==> config.mk <==
export PLATFORM = sky130hd
export DESIGN_NAME = spi_regslave
export DESIGN_NICKNAME = d
export VERILOG_FILES = /design/src/rtl/spi_regslave_pkg.sv /design/src/rtl/spi_edge_sync.sv /design/src/rtl/spi_regslave.sv
export SDC_FILE = /design/constraint.sdc
export NUM_CORES = 1
export LEC_CHECK = 0
export BUFFER_PORTS_ARGS = -buffer_cell sky130_fd_sc_hd__buf_4
export CAP_MARGIN = 25
export CORE_ASPECT_RATIO = 1.25
export CORE_MARGIN = 4
export CORE_UTILIZATION = 25
export CTS_CLUSTER_DIAMETER = 50
export DETAILED_ROUTE_END_ITERATION = 8
export PLACE_DENSITY = 0.4
export SLEW_MARGIN = 20
export SYNTH_ARGS = -nofsm -noshare
export SYNTH_HDL_FRONTEND = slang
export SYNTH_SLANG_ARGS = --single-unit
==> constraint.sdc <==
create_clock -name fclk -period 5.9 [get_ports fclk]
set_clock_uncertainty 0.05 [all_clocks]
set_input_delay 0 -clock fclk [delete_from_list [all_inputs] [get_ports fclk]]
set_output_delay 0 -clock fclk [all_outputs]
set_load 0.005 [all_outputs]
==> src/rtl/spi_regslave_pkg.sv <==
// Shared constants, fetch FSM encoding and address-width helper
// for the SPI register slave.
package spi_regslave_pkg;

    localparam int CS_SYNC_DEPTH   = 3;
    localparam int SCK_SYNC_DEPTH  = 3;
    localparam int MOSI_SYNC_DEPTH = 2;

    typedef enum logic [1:0] {
        F_IDLE = 2'd0,
        F_WAIT = 2'd1,
        F_LOAD = 2'd2
    } fetch_e;

    function automatic int addr_width(input int nreg);
        return (nreg > 1) ? $clog2(nreg) : 1;
    endfunction

endpackage

==> src/rtl/spi_edge_sync.sv <==
// Parametrised-depth synchroniser for one SPI pin with rise/fall detect
// taken from stages [DEPTH-1:1].
module spi_edge_sync #(
    parameter int DEPTH = 3
) (
    input  logic clk_i,
    input  logic rst_ni,
    input  logic d_i,
    output logic lvl_o,
    output logic rise_o,
    output logic fall_o
);

    logic [DEPTH-1:0] sync_q;

    always_ff @(posedge clk_i or negedge rst_ni) begin
        if (!rst_ni) begin
            sync_q <= '0;
        end else begin
            sync_q <= {sync_q[DEPTH-2:0], d_i};
        end
    end

    assign lvl_o  = sync_q[1];
    assign rise_o = sync_q[1] & ~sync_q[DEPTH-1];
    assign fall_o = ~sync_q[1] & sync_q[DEPTH-1];

endmodule

==> src/rtl/spi_regslave.sv <==
// SPI register slave: address shifted in with CS high, DW-bit words with CS low.
// Define SPI_REGSLAVE_AUTOINC_EN to advance the address after every word.
module spi_regslave
    import spi_regslave_pkg::*;
#(
    parameter int DW   = 8,
    parameter int NREG = 256,
    localparam int AW  = addr_width(NREG)
) (
    input  logic          fclk,
    input  logic          rst_n,
    input  logic          spics_n,
    input  logic          spick,
    input  logic          spido,
    output logic          spidi,
    input  logic [DW-1:0] status_in,
    output logic [AW-1:0] wr_addr,
    output logic [DW-1:0] wr_data,
    output logic          wr_stb,
    output logic [AW-1:0] rd_addr,
    input  logic [DW-1:0] rd_data,
    output logic          end_stb,
    output logic [AW-1:0] end_addr,
    output logic          end_partial
);

    localparam int          BW   = $clog2(DW);
    localparam logic [BW-1:0] LAST = BW'(DW - 1);

    logic cs_lvl, cs_rise, cs_fall;
    logic sck_rise, sck_lvl_unused, sck_fall_unused;
    logic sdo, sdo_rise_unused, sdo_fall_unused;

    spi_edge_sync #(.DEPTH(CS_SYNC_DEPTH)) u_cs (
        .clk_i  (fclk),
        .rst_ni (rst_n),
        .d_i    (spics_n),
        .lvl_o  (cs_lvl),
        .rise_o (cs_rise),
        .fall_o (cs_fall)
    );

    spi_edge_sync #(.DEPTH(SCK_SYNC_DEPTH)) u_sck (
        .clk_i  (fclk),
        .rst_ni (rst_n),
        .d_i    (spick),
        .lvl_o  (sck_lvl_unused),
        .rise_o (sck_rise),
        .fall_o (sck_fall_unused)
    );

    spi_edge_sync #(.DEPTH(MOSI_SYNC_DEPTH)) u_sdo (
        .clk_i  (fclk),
        .rst_ni (rst_n),
        .d_i    (spido),
        .lvl_o  (sdo),
        .rise_o (sdo_rise_unused),
        .fall_o (sdo_fall_unused)
    );

    logic [DW-1:0] shout_q, shout_d;
    logic [AW-1:0] regnum_q, regnum_d;
    logic [BW-1:0] bitcnt_q, bitcnt_d;
    logic [DW-2:0] rxsh_q, rxsh_d;
    logic [AW-1:0] addr_q, addr_d, addr_nxt;
    logic [AW-1:0] start_q, start_d;
    logic          in_data_q, in_data_d;
    logic [AW-1:0] wr_addr_q, wr_addr_d;
    logic [DW-1:0] wr_data_q, wr_data_d;
    logic          done_q, done_d;
    logic          wr_stb_q;
    logic          end_stb_q, end_stb_d;
    logic [AW-1:0] end_addr_q, end_addr_d;
    logic          end_part_q, end_part_d;
    fetch_e        fst_q, fst_d;
    logic          sched;

`ifdef SPI_REGSLAVE_AUTOINC_EN
    assign addr_nxt = (addr_q == AW'(NREG - 1)) ? '0 : addr_q + 1'b1;
`else
    assign addr_nxt = addr_q;
`endif

    always_comb begin
        shout_d    = shout_q;
        regnum_d   = regnum_q;
        bitcnt_d   = bitcnt_q;
        rxsh_d     = rxsh_q;
        addr_d     = addr_q;
        start_d    = start_q;
        in_data_d  = in_data_q;
        wr_addr_d  = wr_addr_q;
        wr_data_d  = wr_data_q;
        done_d     = 1'b0;
        end_stb_d  = 1'b0;
        end_addr_d = end_addr_q;
        end_part_d = 1'b0;
        fst_d      = fst_q;
        sched      = 1'b0;

        // CS edges take priority; an SCK edge in the same cycle is dropped
        if (cs_rise) begin
            shout_d   = status_in;
            regnum_d  = '0;
            bitcnt_d  = '0;
            in_data_d = 1'b0;
            if (in_data_q) begin
                end_stb_d  = 1'b1;
                end_addr_d = start_q;
                end_part_d = (bitcnt_q != '0);
            end
        end else if (cs_fall) begin
            addr_d    = regnum_q;
            start_d   = regnum_q;
            bitcnt_d  = '0;
            in_data_d = 1'b1;
            sched     = 1'b1;
        end else if (sck_rise) begin
            shout_d = {1'b0, shout_q[DW-1:1]};
            if (cs_lvl) begin
                regnum_d = AW'({sdo, regnum_q} >> 1);
            end else if (in_data_q) begin
                if (bitcnt_q == LAST) begin
                    wr_data_d = {sdo, rxsh_q};
                    wr_addr_d = addr_q;
                    done_d    = 1'b1;
                    bitcnt_d  = '0;
                    addr_d    = addr_nxt;
                    sched     = 1'b1;
                end else begin
                    rxsh_d   = {sdo, rxsh_q[DW-2:1]};
                    bitcnt_d = bitcnt_q + 1'b1;
                end
            end
        end

        if (!cs_rise) begin
            unique case (fst_q)
                F_WAIT: fst_d = F_LOAD;
                F_LOAD: begin
                    shout_d = rd_data;
                    fst_d   = F_IDLE;
                end
                default: fst_d = F_IDLE;
            endcase
            if (sched) fst_d = F_WAIT;
        end
    end

    always_ff @(posedge fclk or negedge rst_n) begin
        if (!rst_n) begin
            shout_q    <= '0;
            regnum_q   <= '0;
            bitcnt_q   <= '0;
            rxsh_q     <= '0;
            addr_q     <= '0;
            start_q    <= '0;
            in_data_q  <= 1'b0;
            wr_addr_q  <= '0;
            wr_data_q  <= '0;
            done_q     <= 1'b0;
            wr_stb_q   <= 1'b0;
            end_stb_q  <= 1'b0;
            end_addr_q <= '0;
            end_part_q <= 1'b0;
            fst_q      <= F_IDLE;
        end else begin
            shout_q    <= shout_d;
            regnum_q   <= regnum_d;
            bitcnt_q   <= bitcnt_d;
            rxsh_q     <= rxsh_d;
            addr_q     <= addr_d;
            start_q    <= start_d;
            in_data_q  <= in_data_d;
            wr_addr_q  <= wr_addr_d;
            wr_data_q  <= wr_data_d;
            done_q     <= done_d;
            wr_stb_q   <= done_q;
            end_stb_q  <= end_stb_d;
            end_addr_q <= end_addr_d;
            end_part_q <= end_part_d;
            fst_q      <= fst_d;
        end
    end

    assign spidi       = shout_q[0];
    assign wr_addr     = wr_addr_q;
    assign wr_data     = wr_data_q;
    assign wr_stb      = wr_stb_q;
    assign rd_addr     = addr_q;
    assign end_stb     = end_stb_q;
    assign end_addr    = end_addr_q;
    assign end_partial = end_part_q;

endmodule
# == After elaboration in Yosys (flattened, before gate mapping) ==
# Cells that the tools add are included.
# classes
n_reduce_logical,12
mux,31
bitwise,9
n_addsub,1
n_eq_ne,5
# op_table
cell,count
$mux W8,9
$mux W3,6
$mux W1,14
$reduce_and A6 Y1,2
$reduce_bool A3 Y1,3
$not A1 Y1,6
$reduce_and A3 Y1,2
$reduce_bool A2 Y1,3
$mux W2,2
$reduce_and A2 Y1,2
$add A3 B1 Y3 const B,1
$and A1 B1 Y1,3
$eq A3 B3 Y1 const B,1
$ne A3 B3 Y1 const B,1
$eq A2 B1 Y1 const B,1
$eq A2 B2 Y1 const B,1
$ne A2 B2 Y1 const B,1
# word_totals
wordCells,75
output_inout_bits,36
input_bits,21
ff_bits,73

# == Longest topological paths before layout ==
# Gate-level depths: netlist of run 1.
# logic_depth
ltp_word,8
ltp_mapped,7
mapped_depth_nobuf,5

# == By module ==
# A second synthesis of run 1 with hierarchy kept.
# hier_totals
hier_cells,204
area_unflattened_um2,2899.0
# by_module_without_submodules
module,n_inst,cells_per_inst,area_each_um2,seq_area_each_um2
spi_regslave,1,189,2650.0,1626.6
spi_edge_sync (u_cs ...),2,5,90.1,75.1
spi_edge_sync (u_sdo),1,5,68.8,50.0

# == Worst setup path after synthesis of run 1 ==
# Ideal clock, no wire load.
# synth_timing
path_kind,register to register
start,register u_cs.sync_q[1]
end,register rxsh_q[0]
required_ps,5725
path_slack_ps,3955
path_stages_with_launch,7
arrival_time_ps,1770
setup_ps,125
synth_period_minus_slack_ps,1945
n_path_buf,2
cell_sequence,dfrtp_1 -> ha_1 -> buf_2 -> nor2_4 -> or4b_1 -> buf_6 -> mux2_4
# synth_via
word_cells_on_any_way,6
classes_between,bitwise (5); reduce/logical (1)
# synth_rtl
element,line,text
start: declaration,spi_edge_sync.sv:14,logic [DEPTH-1:0] sync_q;
start signal: assignment,spi_edge_sync.sv:20,"sync_q <= {sync_q[DEPTH-2:0], d_i};"
$and A1 B1 Y1,spi_edge_sync.sv:25,assign rise_o = sync_q[1] & ~sync_q[DEPTH-1];
net cs_rise,spi_regslave.sv:30,"logic cs_lvl, cs_rise, cs_fall;"
$not A1 Y1 (no source line),-,
$reduce_and A6 Y1 (no source line),-,
end signal: assignment,spi_regslave.sv:171,rxsh_q <= rxsh_d;
end: declaration,spi_regslave.sv:64,"logic [DW-2:0] rxsh_q, rxsh_d;"
# The timed path passes the listed nets, and every way through them passes these cells.
# A chain may end at the register's enable or synchronous reset.

# == Final worst setup path of run 1 ==
# layout_timing
start,register u_cs.sync_q[1]
end,register shout_q[4]
# layout_via
elab_chain_cells,6
word_cells_on_any_way,7
classes_between,mux (4); bitwise (3)
# layout_lines
element,line,text
$not A1 Y1 (no source line),-,
$and A1 B1 Y1,spi_edge_sync.sv:26,assign fall_o = ~sync_q[1] & sync_q[DEPTH-1];
$mux W8,spi_regslave.sv:112,end else if (cs_fall) begin
$mux W8,spi_regslave.sv:102,if (cs_rise) begin
$mux W8,spi_regslave.sv:138,unique case (fst_q)
$mux W8 *,spi_regslave.sv:137,if (!cs_rise) begin
net shout_d[4],spi_regslave.sv:61,"logic [DW-1:0] shout_q, shout_d;"
end signal: assignment,spi_regslave.sv:168,shout_q <= shout_d;
end: declaration,spi_regslave.sv:61,
# Mark *: on every way through the listed nets, which the timed path passes. The rest lies on a longest branch.

==> results.yml, run 1 <==
placement:
  gp_congestion: 0.673
  dpl_cell_area_um2: 3480
  io_buffers: 56
  dp_hpwl_um: 4020
timing:
  slew_headroom_pct: 39.4
  hold_violations: 0
  maxSlewViolCount: 0
  rsz0062_at_grt: "false"
  layout_min_cycle_time_ps: 2810
  setup_violations: 0
  fin_setup_tns_ps: 0
  fin_crit_sh_pct: 47.6
  fmax_mhz: 356
  tightest_slew_ps: 908
global_route:
  grt_max_degree: 74
  grt_pass1_vias: 1999
  grt_pass1_wl_um: 10400
  gr-total-overflow: 0
  track_usage_pct: 9.99
  antenna_found_initial: 0
critical_path:
  path_class: "register to register"
  worstPathArrival_ps: 3030
  worstPathRequired_ps: 6120
  cp_max_fo: 12
  cp-start-kind: "register"
  critPathCaptureType: "register"
  ff2ff_setup_slack_ps: 3090
synth:
  synth_xor_area_share_pct: 0
  yosys-top-cells-area: "dfrtp_1, mux2_2, mux2_4, mux2i_1, ha_1"
  netlist.area_leader.share_pct: 62.2
  syn_area_per_cell_um2: 14.3
  synth.distinct_cells: 30
  async_flop_share_pct: 100
  synth-adder-area-share_pct: 2.98
  synth-edff-count: 0
  synth_mux_area_share_pct: 19.3
  synth_area_um2: 2940
  synth_warnings: 0
  ys_ff_latch: 73
  synth_top_family_by_area: "multiplexers"
  synth-simple-area-share_pct: 6.09
  synth_seq_area_share_pct: 62.2
  synth-compound-area-share_pct: 6.14
  syn-num-nets: 233
  synth-main-ff-cell: "dfrtp_1"
  synth_top_cell_by_area: "dfrtp_1"
  syn_inst: 205
pwr:
  powerDensity_nw_per_um2: 336
  ir_drop_mv: 0.122
  p_total_w: 0.00135
  p_leak_nw: 2.06
layout:
  insertedDiodeCount: 0
  drive_gt1_share_pct: 40.0
  multi_input_area_um2: 1010
  n_fill_cell: 1162
  fin_nets: 308
  final_cell_area_um2: 4020
  area_growth_pct: 36.9
  post-route-util_pct: 34.8
  seqCellArea_um2: 1830
routing:
  routed_wirelength_um: 6100
  antenna_left: 0
  drc: 0
  drt-pass1-iter-count: 4
  via_per_inst: 4.38
  drt-initial-drc-count: 33
  vias: 1852
  wl_per_cell_um: 14.4
clocking:
  clockBufferDepth: 2
  clock_sinks: 73
  clk_pin_slew_ps: 50
  htreeDepth: 3
  cts_resized: 0
  clockRootBuffer: "clkbuf_16"
  cts_buffers: 9
  clk_latency_ps: 330
  cts_tree: "built"
min_path:
  hold_class: "input pin to register"
floorplanning:
  fp-row-count: 44
  fp.coreArea_um2: 11600
  die_area_um2: 13600
  die_h_um: 129
  ios: 57
  initial_core_util_pct: 25.4
  die_x_um: 105
outcome:
  status: "complete, no violations"
job:
  max-cap-violations: 0
[final timing paths]
| check | start | end | depth (start not counted) |
|---|---|---|---|
| setup / recovery | u_cs.sync_q[1]$_DFF_PN0_ | shout_q[4]$_DFF_PN0_ | 6 |
| hold / removal | rd_data[5] | shout_q[5]$_DFF_PN0_ | 3 |
| setup reg to reg | u_cs.sync_q[1]$_DFF_PN0_ | shout_q[4]$_DFF_PN0_ | 6 |
| hold reg to reg | u_sdo.sync_q[0]$_DFF_PN0_ | u_sdo.sync_q[1]$_DFF_PN0_ | 0 |
| max in group asynchronous | rst_n | u_sck.sync_q[2]$_DFF_PN0_ | 3 |
| min in group asynchronous | rst_n | wr_data[5]$_DFFE_PN0P_ | 2 |
[layout by cell type (no fill, tap or decap), types with 3 or more instances in the layout]
master	instances
dfrtp_1	73
buf_4	56
mux2_2	32
dlygate4sd3_1	16
inv_1	14
mux2i_1	10
clkbuf_16	9
nor3_1	8
a22o_1	8
a221oi_1	7
mux2_4	7
ha_1	7
nand2_1	6
nor2b_1	4
a21oi_1	3
bufinv_16	3
[worst max-delay path: stages, from the launching register on]
cell and delay (ps):
dfrtp_1 430, inv_1 110, ha_1 430, or3b_2 710, mux2i_1 170, a221oi_1 270, dlygate4sd3_1 580
[final cells by class]
cell class	instances	area share, %
Tap cell	138	4.30
Sequential cell	73	45.4
Inverter	14	1.31
Clock buffer	12	6.38
Clock inverter	4	2.46
Timing Repair Buffer	73	14.9
Multi-Input combinational cell	109	25.2
[synth_stat cells, types with 4 or more instances]
cell type and n:
dfrtp_1 73, a221oi_1 7, ha_1 7, a22o_1 8
nor3_1 8, inv_1 14, mux2_4 7, mux2i_1 10
mux2_2 32, nand2_1 6, nor2b_1 4
[what timing repair did]
item                      in CTS  in global routing
hold buffers                  16                  0
hold endpoints to repair      84                  0
setup buffers                  0                  0
[power breakdown]
part,internal (W),switching [W]
Sequential,0.000544,0.0000285
Clock,0.000437,0.000199
Combinational,0.0000808,0.0000627
[cells by family after synthesis]
| kind of cell | count (synthesis) |
|---|---|
| fa+ha+maj | 7 |
| buf+inv | 23 |
| simple gates | 30 |
| compound gates | 23 |
| mux | 49 |
| flops | 73 |
[per-stage QoR]
step | hold slack, ps | worst slack (ps) | instances
6_report | 8.35 | 3090 | 423
5_1_grt | 26.6 | 2890 | 423
4_1_cts | 10.4 | 3070 | 422
3_5_place_dp | 60.7 | 3300 | 390
3_3_place_gp | 61.9 | 3340 | 390
2_1_floorplan | -346 | 3960 | 205
[flip-flops by register name, indices dropped and copies added, names as in the netlist]
name          count
in_data_q         1
end_partial       1
shout_q           8
end_stb           1
start_q           8
end_addr          8
wr_stb            1
fst_q             2
done_q            1
bitcnt_q          3
wr_addr           8
u_sck.sync_q      3
u_cs.sync_q       3
regnum_q          8
rxsh_q            7
u_sdo.sync_q      2
wr_data           8
[metal layers]
layer | track usage (%) | vias up | wire length, µm | part of all wire (%)
met1 | 12.4 | 924 | 2810 | 46
met5 | 0 | - | 0 | 0
met3 | 2.54 | 11 | 258 | 4.2
li1 | - | 874 | - | -
met2 | 15.1 | 43 | 2830 | 46
met4 | 7.18 | 0 | 202 | 3.3
Note: power is estimated with default switching activity, not from simulation.
==> run 2: changes to the inputs <==
Settings changed: ABC_AREA set to 1.
Clock period 5.9 ns to 2.7 ns, I/O delays scaled along.
==> run 2 against run 1 <==
Net effect: final cell count up 38%; first-iteration DRC count rose to 2.6 times the previous value; sequential cell count unchanged; non-clock buffer count up 7; die area up 3.2%; core utilization up 0.49 points; sequential share of layout area down 1.5 points; critical path type unchanged; largest cell class unchanged.
==> results.yml, run 2 <==
routing:
  antenna_left: 0
  drt-initial-drc-count: 87
  vias: 2321
  routed_wirelength_um: 6610
  wl_per_cell_um: 11.3
  drt-pass1-iter-count: 4
  drc: 0
  via_per_inst: 3.97
synth:
  syn-num-nets: 366
  synth.distinct_cells: 22
  synth-edff-count: 0
  netlist.area_leader.share_pct: 60.1
  syn_area_per_cell_um2: 8.99
  synth-main-ff-cell: "dfrtp_1"
  yosysMostFrequentCell: "nand2_1"
  synth_seq_area_share_pct: 60.1
  syn_inst: 338
  async_flop_share_pct: 100
  synth_common_cells: "nand2_1, dfrtp_1, inv_1, o21ai_0, nand3_1"
  synth_area_um2: 3040
  ys_ff_latch: 73
  synth_warnings: 0
  yosys-top-cells-area: "dfrtp_1, nand2_1, inv_1, o21ai_0, nand3_1"
  synth_top_cell_by_area: "dfrtp_1"
clocking:
  clockBufferDepth: 2
  clk_pin_slew_ps: 60
  clockRootBuffer: "clkbuf_16"
  cts_tree: "built"
  clock_sinks: 73
  clk_latency_ps: 320
  htreeDepth: 3
  cts_setup_buffers: 0
  cts_buffers: 9
  cts_resized: 0
critical_path:
  path_cells: "ha_1 > clkinv_2 > nand3_1 > nand2_1 > inv_1 > a21oi_1 > dlygate4sd3_1"
  worstPathRequired_ps: 2910
  worstPathArrival_ps: 2590
  path_class: "register to register"
  cpPeakStageDelay_ps: 560
  cpMaxStageDelayCell: "dlygate4sd3_1"
  cp-start-kind: "register"
  cp_max_fo: 16
  critPathCaptureType: "register"
job:
  max-cap-violations: 0
layout:
  layout_commonest_cell: "nand2_1"
  insertedDiodeCount: 0
  n_fill_cell: 1278
  final_cell_mix: "nand2_1, dfrtp_1, buf_4"
  drive_gt1_share_pct: 18.9
  fin_nets: 447
  area_growth_pct: 36.7
floorplanning:
  fp-row-count: 44
  initial_core_util_pct: 25.8
  die_h_um: 131
  die_x_um: 107
  fp.coreArea_um2: 11800
  ios: 57
  die_area_um2: 14000
global_route:
  grt_pass1_vias: 2407
  track_usage_pct: 10.3
  grt_max_degree: 74
  gr-total-overflow: 0
  antenna_found_initial: 0
  grt_pass1_wl_um: 11600
timing:
  fin_setup_tns_ps: 0
  rsz0062_at_grt: "false"
  slew_headroom_pct: 60.1
  fin_crit_sh_pct: 88.1
  setup_violations: 0
  fmax_mhz: 420
  hold_violations: 0
  timing.hold.ws_ps: 107
  layout_min_cycle_time_ps: 2380
  maxSlewViolCount: 0
  tightest_slew_ps: 596
min_path:
  hold_class: "input pin to asynchronous set/reset pin"
placement:
  io_buffers: 56
  gp_congestion: 0.694
  dp_hpwl_um: 4510
outcome:
  status: "complete, no violations"
pwr:
  p_leak_nw: 2.14
  powerDensity_nw_per_um2: 685
  ir_drop_mv: 0.254
run 2: kinds of logic (layout without fill, tap and decap cells):
| group | after synthesis | count (layout) | share of synthesized area [%] |
|---|---|---|---|
| adder cells (fa/ha/maj) | 7 | 7 | 2.88 |
| AND/OR/NAND/NOR | 153 | 153 | 20.5 |
| AO/OA/AOI/OAI | 47 | 47 | 8.32 |
| flip-flops | 73 | 73 | 60.1 |
| buffers and inverters | 58 | 144 | 8.20 |
run 2: area by class of cell:
type	count	area, µm²	share of cell area [%]
inverter	48	184	4.43
sequential	73	1830	44.0
clock buffer	14	274	6.60
tap	161	201	4.85
multi-input combinational	207	962	23.2
clock inverter	2	35.0	0.843
timing repair buffer	80	671	16.1
run 2: repair_timing:
action	in CTS	in global routing
hold buffers	20	0
endpoints found under the hold margin	84	0
setup endpoints to repair	0	0
run 2: final timing paths:
path / start / to / slack, ps / cells past startpoint
worst min register to register: done_q$_DFF_PN0_ / wr_stb$_DFF_PN0_ / 300 / 0
max in group asynchronous: rst_n / wr_data[3]$_DFFE_PN0P_ / 1940 / 3
worst max register to register: u_cs.sync_q[1]$_DFF_PN0_ / shout_q[6]$_DFF_PN0_ / 320 / 7
worst max-delay path: u_cs.sync_q[1]$_DFF_PN0_ / shout_q[6]$_DFF_PN0_ / 320 / 7
min in group fclk: spick / u_sck.sync_q[0]$_DFF_PN0_ / 270 / 2
worst min-delay path: rst_n / bitcnt_q[1]$_DFFE_PN0P_ / 110 / 2
run 2: per-layer routing:
layer	GRT usage (%)	part of all wire, %	vias up
li1	-	-	1209
met3	2.16	4.1	10
met5	0	0	-
met1	12.6	46	1061
met4	5.12	2.1	0
met2	17.2	47	41
run 2: critical path: cells and delay by family, from the launching register on:
kind / cells / cell delay (ps)
flip-flops: 1 / 430
buffers and inverters: 3 / 780
adder cells (fa/ha/maj): 1 / 240
AO/OA/AOI/OAI: 1 / 140
AND/OR/NAND/NOR: 2 / 660
run 2: stage by stage:
step	utilization (%)	total power [W]	worst slack [ps]	cells	cell area, µm²
2_1_floorplan	-	0.00147	1090	338	3040
3_3_place_gp	30.7	0.00159	795	548	3620
3_5_place_dp	30.7	0.00160	729	548	3620
4_1_cts	35.0	0.00290	329	584	4130
5_1_grt	35.3	0.00302	107	585	4150
6_report	35.3	0.00285	321	585	4150
run 2: report_power, final:
part           internal [W]  total, W  switching [W]
Combinational      0.000176  0.000358       0.000181
Clock              0.000790   0.00122       0.000430
Sequential          0.00120   0.00127      0.0000648
Total               0.00217   0.00285       0.000676
